<file path="config.mk">
export PLATFORM = sky130hd
export DESIGN_NAME = zmenu_nav_ctrl
export DESIGN_NICKNAME = d
export VERILOG_FILES = /design/src/rtl/zmenu_nav_ctrl.sv
export SDC_FILE = /design/constraint.sdc
export NUM_CORES = 1
export LEC_CHECK = 0
export ABC_AREA = 1
export BUFFER_PORTS_ARGS = -buffer_cell sky130_fd_sc_hd__buf_2
export CELL_PAD_IN_SITES_DETAIL_PLACEMENT = 0
export CELL_PAD_IN_SITES_GLOBAL_PLACEMENT = 2
export CORE_ASPECT_RATIO = 0.6
export CORE_UTILIZATION = 34
export CTS_BUF_LIST = sky130_fd_sc_hd__clkbuf_4 sky130_fd_sc_hd__clkbuf_8
export DETAILED_ROUTE_END_ITERATION = 6
export MAX_ROUTING_LAYER = met4
export PLACE_DENSITY = 0.77
export SETUP_SLACK_MARGIN = 0.1
export SLEW_MARGIN = 20
export SYNTH_ARGS = -nofsm -noshare
export SYNTH_HDL_FRONTEND = slang
export SYNTH_SLANG_ARGS = --single-unit
export TNS_END_PERCENT = 20
</file>
<file path="constraint.sdc">
create_clock -name clk -period 1.6 [get_ports clk]
set_clock_uncertainty 0.05 [all_clocks]
set_input_delay 0.24 -clock clk [delete_from_list [all_inputs] [get_ports clk]]
set_output_delay 0.24 -clock clk [all_outputs]
set_load 0.005 [all_outputs]
</file>
<file path="src/rtl/zmenu_nav_ctrl.sv">
`default_nettype none
// ============================================================================
// zmenu_nav_ctrl : wrapping menu cursor with auto-repeat, radio-style commits
// Rev 1.0
// ============================================================================
module zmenu_nav_ctrl #(
    parameter int NUM_ITEMS     = 11,
    parameter int IDX_W         = 4,
    parameter int NUM_GROUPS    = 2,
    parameter int GRP_W         = 2,
    parameter int SEL_W         = 3,
    parameter logic [NUM_ITEMS*GRP_W-1:0] ITEM_GROUP = {
        2'd2, 2'd1, 2'd1, 2'd1, 2'd2, 2'd0, 2'd0, 2'd0, 2'd0, 2'd0, 2'd2},
    parameter logic [NUM_ITEMS*SEL_W-1:0] ITEM_VALUE = {
        3'd0, 3'd3, 3'd2, 3'd1, 3'd0, 3'd4, 3'd3, 3'd2, 3'd1, 3'd0, 3'd0},
    parameter int HOLD_CYCLES   = 5_000_000,
    parameter int REPEAT_CYCLES = 1_000_000
) (
    input  logic                         clk,
    input  logic                         rst_n,
    input  logic                         en,
    input  logic [3:0]                   iButton,
    output logic [IDX_W-1:0]             oCursor_Index,
    output logic [NUM_GROUPS*SEL_W-1:0]  oSel,
    output logic                         oCommit,
    output logic [GRP_W-1:0]             oCommit_Group
);

    localparam int MAX_CYC = (HOLD_CYCLES > REPEAT_CYCLES) ? HOLD_CYCLES : REPEAT_CYCLES;
    localparam int CNT_W   = (MAX_CYC > 1) ? $clog2(MAX_CYC) : 1;

    typedef enum logic [1:0] {
        S_IDLE   = 2'd0,
        S_HOLD   = 2'd1,
        S_REPEAT = 2'd2
    } state_t;

    state_t                        state_q, state_d;
    logic                          dir_q, dir_d;       // 0 = Prev, 1 = Next
    logic [CNT_W-1:0]              cnt_q, cnt_d;
    logic [3:0]                    btn_d_q;
    logic [IDX_W-1:0]              cursor_q, cursor_d;
    logic [IDX_W-1:0]              last_q, last_d;
    logic [NUM_GROUPS*SEL_W-1:0]   sel_q, sel_d;
    logic                          commit_q, commit_d;
    logic [GRP_W-1:0]              grp_q, grp_d;

    logic [3:0]       press;
    logic             held;
    logic             tick;
    logic             step_prev;
    logic             step_next;
    logic [GRP_W-1:0] item_grp;
    logic [SEL_W-1:0] item_val;

    assign press    = iButton & ~btn_d_q;
    assign held     = dir_q ? iButton[1] : iButton[0];
    assign item_grp = ITEM_GROUP[cursor_q*GRP_W +: GRP_W];
    assign item_val = ITEM_VALUE[cursor_q*SEL_W +: SEL_W];

    always_comb begin
        state_d = state_q;
        dir_d   = dir_q;
        cnt_d   = cnt_q;
        tick    = 1'b0;
        if (press[0]) begin
            state_d = S_HOLD;
            dir_d   = 1'b0;
            cnt_d   = '0;
        end else if (press[1]) begin
            state_d = S_HOLD;
            dir_d   = 1'b1;
            cnt_d   = '0;
        end else begin
            case (state_q)
                S_HOLD: begin
                    if (!held) begin
                        state_d = S_IDLE;
                        cnt_d   = '0;
                    end else if (cnt_q == CNT_W'(HOLD_CYCLES - 1)) begin
                        tick    = 1'b1;
                        state_d = S_REPEAT;
                        cnt_d   = '0;
                    end else begin
                        cnt_d = cnt_q + CNT_W'(1);
                    end
                end
                S_REPEAT: begin
                    if (!held) begin
                        state_d = S_IDLE;
                        cnt_d   = '0;
                    end else if (cnt_q == CNT_W'(REPEAT_CYCLES - 1)) begin
                        tick  = 1'b1;
                        cnt_d = '0;
                    end else begin
                        cnt_d = cnt_q + CNT_W'(1);
                    end
                end
                default: begin
                    state_d = S_IDLE;
                    cnt_d   = '0;
                end
            endcase
        end
        if (!en) begin
            state_d = S_IDLE;
            dir_d   = 1'b0;
            cnt_d   = '0;
        end
    end

    assign step_prev = press[0] | (tick & ~dir_q);
    assign step_next = press[1] | (tick & dir_q);

    // Single action per cycle: Prev > Next > Okay > Cancel
    always_comb begin
        cursor_d = cursor_q;
        last_d   = last_q;
        sel_d    = sel_q;
        commit_d = 1'b0;
        grp_d    = grp_q;
        if (step_prev) begin
            cursor_d = (cursor_q == '0) ? IDX_W'(NUM_ITEMS - 1) : cursor_q - IDX_W'(1);
        end else if (step_next) begin
            cursor_d = (cursor_q == IDX_W'(NUM_ITEMS - 1)) ? '0 : cursor_q + IDX_W'(1);
        end else if (press[2]) begin
            if (int'(item_grp) < NUM_GROUPS) begin
                for (int k = 0; k < NUM_GROUPS; k++) begin
                    if (item_grp == GRP_W'(k)) begin
                        sel_d[k*SEL_W +: SEL_W] = item_val;
                    end
                end
                commit_d = 1'b1;
                grp_d    = item_grp;
                last_d   = cursor_q;
            end
        end else if (press[3]) begin
            cursor_d = last_q;
        end
        if (!en) begin
            cursor_d = '0;
            last_d   = '0;
            sel_d    = '0;
            commit_d = 1'b0;
            grp_d    = '0;
        end
    end

    // The edge register keeps tracking while disabled so a held button is not a press on enable
    always_ff @(posedge clk or negedge rst_n) begin
        if (!rst_n) begin
            state_q  <= S_IDLE;
            dir_q    <= 1'b0;
            cnt_q    <= '0;
            btn_d_q  <= '0;
            cursor_q <= '0;
            last_q   <= '0;
            sel_q    <= '0;
            commit_q <= 1'b0;
            grp_q    <= '0;
        end else begin
            state_q  <= state_d;
            dir_q    <= dir_d;
            cnt_q    <= cnt_d;
            btn_d_q  <= iButton;
            cursor_q <= cursor_d;
            last_q   <= last_d;
            sel_q    <= sel_d;
            commit_q <= commit_d;
            grp_q    <= grp_d;
        end
    end

    assign oCursor_Index = cursor_q;
    assign oSel          = sel_q;
    assign oCommit       = commit_q;
    assign oCommit_Group = grp_q;

endmodule
`default_nettype wire

</file>
=== Yosys cells after proc, flatten, opt, wreduce, memory -nomap -nowiden ===
Index checks and enable logic that the tools add are counted.

* Register bits: 47
* Bits in latches: 0
* Bits in writable memories: 0
* Bits in read-only memories: 0
* Bits of input ports: 7
* Output and inout bits: 13
* Logic and storage cells: 103
* Memories kept: 0

* Add/subtract/negate cells: 3
* Multipliers: 1
* Divide/modulo/power cells: 0
* $lt $le $gt $ge: 1
* Equal/unequal tests: 17
* Shifts and indexed selects: 2
* Muxes and demuxes: 55
* Bitwise operators: 7
* Reduce and logical (&&, ||, !) cells: 7

{| class="wikitable"
|+ Operators with widths
! cell !! number
|-
| $mux 23 || 7
|-
| $mux 4 || 12
|-
| $pmux 23 s2 || 1
|-
| $shiftx 33x7->3 const A || 1
|-
| $mux 6 || 5
|-
| $add 23x1->23 const B || 1
|-
| $eq 23x20->1 const B || 1
|-
| $eq 23x23->1 const B || 1
|-
| $mux 2 || 11
|-
| $shiftx 22x6->2 const A || 1
|-
| $mux 1 || 15
|-
| $reduce_and 5->1 || 2
|-
| $ne 2x1->1 const B || 4
|-
| $mul 4x2->6 const B || 1
|-
| $mux 3 || 2
|-
| $ne 6x6->1 const B || 1
|-
| $ne 5x5->1 const B || 1
|-
| $add 4x1->4 const B || 1
|-
| $and 4x4->4 || 1
|-
| $eq 2x1->1 const B || 2
|-
| $eq 4x4->1 const B || 1
|-
| $logic_not 4->1 || 1
|-
| $ne 2x2->1 const B || 2
|-
| $ne 4x1->1 const B || 1
|-
| other kinds (14) || 17
|}

=== Depth between registers and ports, before layout ===
Gate-level depths: netlist (run 1).

* Depth in word-level cells: 11
* Depth in mapped cells: 12
* Depth with buffers taken out: 12

=== Least setup slack after synthesis (run 1) ===
Ideal clock, no wire load.

* Path type: flip-flop to flip-flop
* Start point: reg cnt_q[0]
* End point: reg grp_q[0], in the netlist oCommit_Group[0]
* Library setup time: 116 ps
* Arrival time: 1554 ps
* Required time: 1434 ps
* Path slack: -121 ps
* Cell stages (with the launch flop): 12
* Buffers on the path: 0
* Period minus slack after synthesis: 1721 ps
* Path through: dfrtp_1 > ha_1 > nand3_2 > nor2_1 > nand3_1 > nand2_2 > nand4_2 > nand3_2 > nor2_4 > nor2_8 > nand2_1 > nand2_1

* Word-level cells in the longest chain between the ends: 10
* Elaborated cells between the ends (all ways): 16
* Those cells by class: eq/ne (4); mux (7); bitwise (4); reduce/logical (1)

{| class="wikitable"
|+ Ends and longest elaborated chain
! item !! line !! source
|-
| start, declared || 40 || <nowiki>logic [CNT_W-1:0] cnt_q, cnt_d;</nowiki>
|-
| start signal, assigned || 164 || <nowiki>cnt_q <= cnt_d;</nowiki>
|-
| $eq 23x20->1 or $eq 23x23->1 (tied branches) || 92, 80 ||
|-
| $mux 1, on equally long branches || 92, 80 ||
|-
| $mux 1, on equally long branches || 89, 77 ||
|-
| $pmux 1 s2 (*) || 75 || <nowiki>case (state_q)</nowiki>
|-
| $mux 1 (*) || 70 || <nowiki>end else if (press[1]) begin</nowiki>
|-
| $mux 1 (*) || 66 || <nowiki>if (press[0]) begin</nowiki>
|-
| $and 1x1->1, on equally long branches || 113, 112 ||
|-
| $or 1x1->1, on equally long branches || 113, 112 ||
|-
| $ne 2x2->1 (no source line) || n/a ||
|-
| $reduce_and 4->1 (no source line) (*) || n/a ||
|-
| end signal, assigned || 170 || <nowiki>grp_q <= grp_d;</nowiki>
|-
| end, declared || 46 || <nowiki>logic [GRP_W-1:0] grp_q, grp_d;</nowiki>
|}

Mark *: on every way between the ends. The rest lies on a longest branch, timed or not.
A chain may end at the register's enable or synchronous reset.

=== Final worst setup path (run 1) ===
* Start point: reg cnt_q[0]
* End point: reg grp_q[1], in the netlist oCommit_Group[1]

The elaborated chain is that of the path after synthesis.

==> results.md, run 1 <==
- Status: finished with violations
- Failing checks: setup timing
- Main synth FF type: dfrtp_1
- Async set-reset flop share out of synthesis: 1.00
- Most frequent cells in the layout: buf_4, nand2_1, dfrtp_1
- Unrepaired setup endpoints after global routing: yes
- CTS tree: done
- Remaining global-route overflow: 0
- GRT Resource Usage Total: 0.192
- HPWL Detailed: roughly 5600 um
- Number of synthesized flops with an enable pin: 0
- Final #Nets: between 400 and 500
- Hold crit path type: in -> reg
- CP max FO: 7
- Post-route cell area: roughly 0.0040 mm2
- Vias: about 2500
- Max-slew violation count: 0
- Largest net degree at the start of global routing: 31
- Site Rows: 24
- Worst VDD drop: 0.000534 V
- Setup slack after layout: -0.187 ns
- R2R setup slack: -0.19 ns
- Switching share of total power: 0.286
- Syn nets: 350
- Share of post-route cells with drive strength above 1: 0.398
- Area Growth Syn to Fin: 47.6%
- Clk buf depth: 2
- Min cycle time layout: 1.79 ns
- Logic pwr share: 0.176
- Vias in the first global route: 2347
- Syn Inst Count: 335
- Rel. slew slack: 0.713
- Hold Vio Cnt, Final: 0
- Core Area: around 0.0075 mm2
- Initial drt markers: roughly 110
- DR pass1 iterations: 4
- Critical Path RT: roughly 1.8 ns
- Share of power burned in registers: 0.501
- # clock sinks: 47
- P_leak: about 1.9 nW
- Fin crit share: 1.12
- First-pass GRT wire length: 12100 um
- Antenna cells: 0
- Die Y: ~71 um
- ANT nets after route: 0
- Skew-Pair Late Insertion Delay: approximately 0.31 ns
- Clk slew on worst S/H paths: 0.10 ns
- Clk root buf: clkbuf_8
- Die ar.: roughly 0.0084 mm2
- Setup TNS: -3.83 ns
- Vias/cell: roughly 4.7
- Switching pwr: between 0.0007 and 0.0008 W
- Finish-stage setup viols: 37
- Most common cell after layout, fill and taps aside: buf_4
- Htree depth: 2
- Final hold slack: approximately 0.022 ns
- Die width: 117 um
- Total CTS buffers: 5
- Post-synthesis sequential area ratio: 0.434
- Initial antenna violation count: 0
- DRC Markers: 0
- Internal power: 0.00175 W
- Max Clock Freq: between 500 and 600 MHz
- Final Util: 0.535
- R2R depth: 11
- IO Pins: 20
- Crit path DAT: ~2.0 ns
- Placement Cell Area: between 0.003 and 0.004 mm2
- WL final: roughly 7500 um
- Setup Crit Path Kind: reg -> reg
- Average cell area after synthesis: about 8.1 um2
- Port Buffers: 19
- Crit. End Element: register
- # Max-Cap Violations: 0
- Pwr Density: between 600 and 700 mW/mm2
- YS warnings: 0
- Synthesized area: 0.00271 mm2
- Routability-driven placement congestion ratio: 0.783
- Drt wl/cell: ~14 um
- Hold path depth: 1
- Initial core utilization: 0.363
- Yosys cell types: 37
- Crit start category: register
- Clock power share: 0.323
- Slew @ Worst Pin: 0.431 ns
- Yosys reg bits: 47
-- through the flow --
step | worst slack (ns) | total power, W | cells
floorplan | -0.0795 | 0.00144 | 335
global placement | -0.302 | 0.00163 | 525
detailed placement | -0.265 | 0.00163 | 525
CTS | -0.203 | 0.00246 | 537
global route | -0.326 | 0.00259 | 544
finish | -0.187 | 0.00245 | 544
-- worst paths after layout --
kind	start	end
max in group asynchronous	rst_n	oCursor_Index[1]
worst max-delay path	cnt_q[0]	oCommit_Group[1]
worst min register to register	oSel[3]	oSel[3]
worst min-delay path	iButton[1]	btn_d_q[1]
worst max register to register	cnt_q[0]	oCommit_Group[1]
min in group asynchronous	rst_n	oSel[3]
-- worst max-delay path: stages (launching register included) --
cell and delay, ns:
dfrtp_1 0.36, ha_2 0.21, nand3_4 0.11, nor2_4 0.14, nand3_2 0.10, nand2_4 0.12, nand4_4 0.14, nand3_4 0.14
nor2_4 0.08, nor2_8 0.15, nand2_1 0.07, inv_1 0.05
-- layout make-up --
| type | count | area [um2] |
|---|---|---|
| Clock inverter | 2 | 16.3 |
| Inverter | 35 | 136 |
| Clock buffer | 6 | 82.6 |
| Fill cell | 696 | 3470 |
| Multi-Input combinational cell | 246 | 1650 |
| Sequential cell | 47 | 1180 |
| Timing Repair Buffer | 104 | 816 |
| Tap cell | 104 | 130 |
-- Yosys cell counts, drive strengths merged, types with 2 or more instances --
master / count / share of area
a21oi: 12 / 0.022
a31oi: 2 / 0.0046
buf: 7 / 0.015
dfrtp: 47 / 0.43
ha: 8 / 0.037
inv: 35 / 0.049
nand2: 76 / 0.11
nand3: 34 / 0.074
nand3b: 3 / 0.0083
nand4: 18 / 0.048
nor2: 51 / 0.082
nor3: 11 / 0.026
o21ai: 5 / 0.0092
o21bai: 2 / 0.0055
or2: 2 / 0.0046
xnor2: 5 / 0.016
xor2: 10 / 0.032
-- routing by layer --
layer  up-vias  GRT usage  routed length [um]
met2        36      0.235                2770
li1       1326          -                   -
met4         0     0.0303                  22
met3         2     0.0395                 293
met1      1168      0.311                4380
met5         -          -                   0
-- sequential cells by signal, indices dropped and copies added, names as in the netlist --
name	count
oCommit	1
oCursor_Index	4
oSel	6
oCommit_Group	2
state_q	2
dir_q	1
last_q	4
cnt_q	23
btn_d_q	4
-- power by group through the flow --
stage / Sequential, W / Clock (W) / Combinational (W)
5_1_grt: 0.00123 / 0.000883 / 0.000476
2_1_floorplan: 0.00125 / 0 / 0.000191
6_report: 0.00123 / 0.000791 / 0.000430
4_1_cts: 0.00123 / 0.000827 / 0.000405
3_3_place_gp: 0.00125 / 0 / 0.000382
3_5_place_dp: 0.00125 / 0 / 0.000384
-- cells by family after synthesis --
family / Yosys count / synth area share
flops: 47 / 0.434
compound gates: 27 / 0.0595
xor+xnor: 15 / 0.0484
buf+inv: 42 / 0.0646
fa+ha+maj: 8 / 0.0369
simple gates: 196 / 0.357
-- what timing repair did --
action / in CTS / in global routing
resized for setup: 17 / 43
gates cloned: 0 / 2
endpoints found under the setup margin: 40 / 42
pin swaps: 14 / 25
endpoints found under the hold margin: 18 / 1
hold buffers: 2 / 1
buffers inserted: 2 / 4
Note: power is estimated with default switching activity, not from simulation.
==> run 2, diff against run 1 <==
--- a/config.mk
+++ b/config.mk
@@ -15,8 +15,9 @@
 export DETAILED_ROUTE_END_ITERATION = 6
 export MAX_ROUTING_LAYER = met4
 export PLACE_DENSITY = 0.77
+export RECOVER_POWER = 50
 export SETUP_SLACK_MARGIN = 0.1
-export SLEW_MARGIN = 20
+export SKIP_LAST_GASP = 1
 export SYNTH_ARGS = -nofsm -noshare
 export SYNTH_HDL_FRONTEND = slang
 export SYNTH_SLANG_ARGS = --single-unit
==> run 2 against run 1 <==
  * The flow still finishes with violations (setup timing)
  * Clock power is essentially flat
  * Die area is the same
  * Cell count down 0.18%
  * Setup slack gained 0.016 ns
  * Non-clock buffer count shrank 1
  * Core utilization fell by 1.6 points
  * Sequential power about the same
  * Fmax up 0.88%
  * Critical path type unchanged
  * Critical endpoint is now cnt_q[16]
  * Largest power group unchanged
  * Highest routed layer unchanged
==> results.md, run 2 (same netlist as run 1, synthesis figures left out) <==
- Status: finished with violations (unchanged)
- Failing checks: setup timing (unchanged)
- Most frequent cells in the layout: buf_4, nand2_1, dfrtp_1 (unchanged)
- Clk slew on worst S/H paths: 0.09 ns (was 0.10 ns)
- Vias in the first global route: 2344 (was 2347)
- Drt wl/cell: 13.5 um (was 13.7 um)
- Min-delay src: iButton[0] (was iButton[1])
- Vias: 2525 (was 2532)
- WL final: 7320 um (was 7460 um)
- # Max-Cap Violations: 0 (unchanged)
- ANT nets after route: 0 (unchanged)
- Worst r2r src: cnt_q[0] (unchanged)
- Htree depth: 2 (unchanged)
- Skew-Pair Late Insertion Delay: 0.31 ns (about the same)
- Vias/cell: 4.65 (about the same)
- Crit path DAT: 1.92 ns (was 1.99 ns)
- CP max FO: 3 (was 7)
- PnR Total Power: 0.00244 W (was 0.00245 W)
- Clk buf depth: 2 (unchanged)
- Flip-flop count of the largest register after layout: 23 (unchanged)
- Core Area: 0.00748 mm2 (unchanged)
- Max-slew violation count: 0 (unchanged)
- Largest net degree at the start of global routing: 31 (unchanged)
- Area Growth Syn to Fin: 43.1% (was 47.6%)
- Reg with most FFs: cnt_q (unchanged)
- Setup slack after layout: -0.171 ns (was -0.187 ns)
- Antenna cells: 0 (unchanged)
- Hold crit path type: in -> reg (unchanged)
- Crit. Startpoint: cnt_q[0] (unchanged)
- GRT Resource Usage Total: 0.192 (about the same)
- Die Y: 71.2 um (unchanged)
- Crit start category: register (unchanged)
- Critical Path RT: 1.75 ns (was 1.80 ns)
- Die width: 117 um (unchanged)
- Port Buffers: 19 (unchanged)
- Unrepaired setup endpoints after global routing: yes (unchanged)
- Total CTS buffers: 5 (unchanged)
- DRC Markers: 0 (unchanged)
- Crit. End Element: register (unchanged)
- Initial drt markers: 123 (was 108)
- Initial core utilization: 0.363 (unchanged)
- Pwr Density: 628 mW/mm2 (was 612 mW/mm2)
- Routability-driven placement congestion ratio: 0.783 (unchanged)
- Share of post-route cells with drive strength above 1: 0.351 (was 0.398)
- Die ar.: 0.00835 mm2 (unchanged)
- Fin crit share: 1.11 (was 1.12)
- CTS tree: done (unchanged)
- Slew @ Worst Pin: 1.02 ns (was 0.431 ns)
- DR pass1 iterations: 4 (unchanged)
- Initial antenna violation count: 0 (unchanged)
- Clk root buf: clkbuf_8 (unchanged)
- IO Pins: 20 (unchanged)
- Worst VDD drop: 0.000537 V (was 0.000534 V)
- Max Clock Freq: 565 MHz (was 560 MHz)
- Finish-stage setup viols: 39 (was 37)
- Rel. slew slack: 0.317 (was 0.713)
- Setup TNS: -4.20 ns (was -3.83 ns)
- First-pass GRT wire length: 12100 um (about the same)
- Final #Nets: 453 (was 454)
- Remaining global-route overflow: 0 (unchanged)
- # clock sinks: 47 (unchanged)
- Setup Crit Path Kind: reg -> reg (unchanged)
- Site Rows: 24 (unchanged)
- Most common cell after layout, fill and taps aside: buf_4 (unchanged)
- P_leak: 1.87 nW (was 1.91 nW)
- HPWL Detailed: 5590 um (unchanged)
- Min cycle time layout: 1.77 ns (was 1.79 ns)
- Hold Vio Cnt, Final: 0 (unchanged)
[run 2: final timing paths]
check	end	slack, ns	cells after the start
max in group asynchronous	oCursor_Index[1]	0.15	3
min reg2reg	oCommit_Group[1]	0.43	2
min	btn_d_q[0]	0.04	1
max	cnt_q[16]	-0.17	9
max reg2reg	cnt_q[16]	-0.17	9
min in group asynchronous	cnt_q[2]	0.57	2
[run 2: layout make-up]
| class | count | area [um2] |
|---|---|---|
| fill | 706 | 3600 |
| multi-input combinational | 246 | 1570 |
| sequential | 47 | 1180 |
| timing repair buffer | 103 | 769 |
| inverter | 35 | 134 |
| tap | 104 | 130 |
| clock buffer | 6 | 82.6 |
| clock inverter | 2 | 16.3 |
[run 2: worst max-delay path, stage by stage, from the launching register on]
cell	delay, ns
dfrtp_1	0.36
ha_2	0.21
nand3_4	0.11
nor3_4	0.17
inv_1	0.10
nor2_2	0.13
nand4_1	0.16
buf_4	0.19
xor2_1	0.12
nor2_1	0.06
[run 2: stage by stage]
stage	worst slack, ns	std cells	utilization	hold WS, ns	area [um2]
floorplan	-0.0795	335	-	-0.106	2770
global placement	-0.302	525	0.472	0.156	3530
detailed placement	-0.265	525	0.472	0.156	3530
CTS	-0.206	537	0.500	0.000687	3740
global route	-0.317	543	0.519	0.0145	3880
finish	-0.171	543	0.519	0.0370	3880
[run 2: repair_timing]
item / 4_1_cts / 5_1_grt
endpoints found under the setup margin: 40 / 42
hold buffers: 2 / 1
cloned: 0 / 1
hold endpoints to repair: 18 / 1
gates resized for setup: 14 / 21
setup buffers: 2 / 4
pin swaps: 10 / 19
[run 2: report_power, final]
group          internal, W  switching (W)
Combinational     0.000181       0.000238
Sequential         0.00121      0.0000206
Clock             0.000354       0.000438
Total              0.00174       0.000697
[run 2: metal layers]
layer  GRT usage  vias to the layer above  routed length (um)
met3      0.0395                        4                 282
met5           -                        -                   0
met2       0.236                       37                2700
met4      0.0303                        0                  41
met1       0.310                     1171                4300
li1            -                     1313                   -
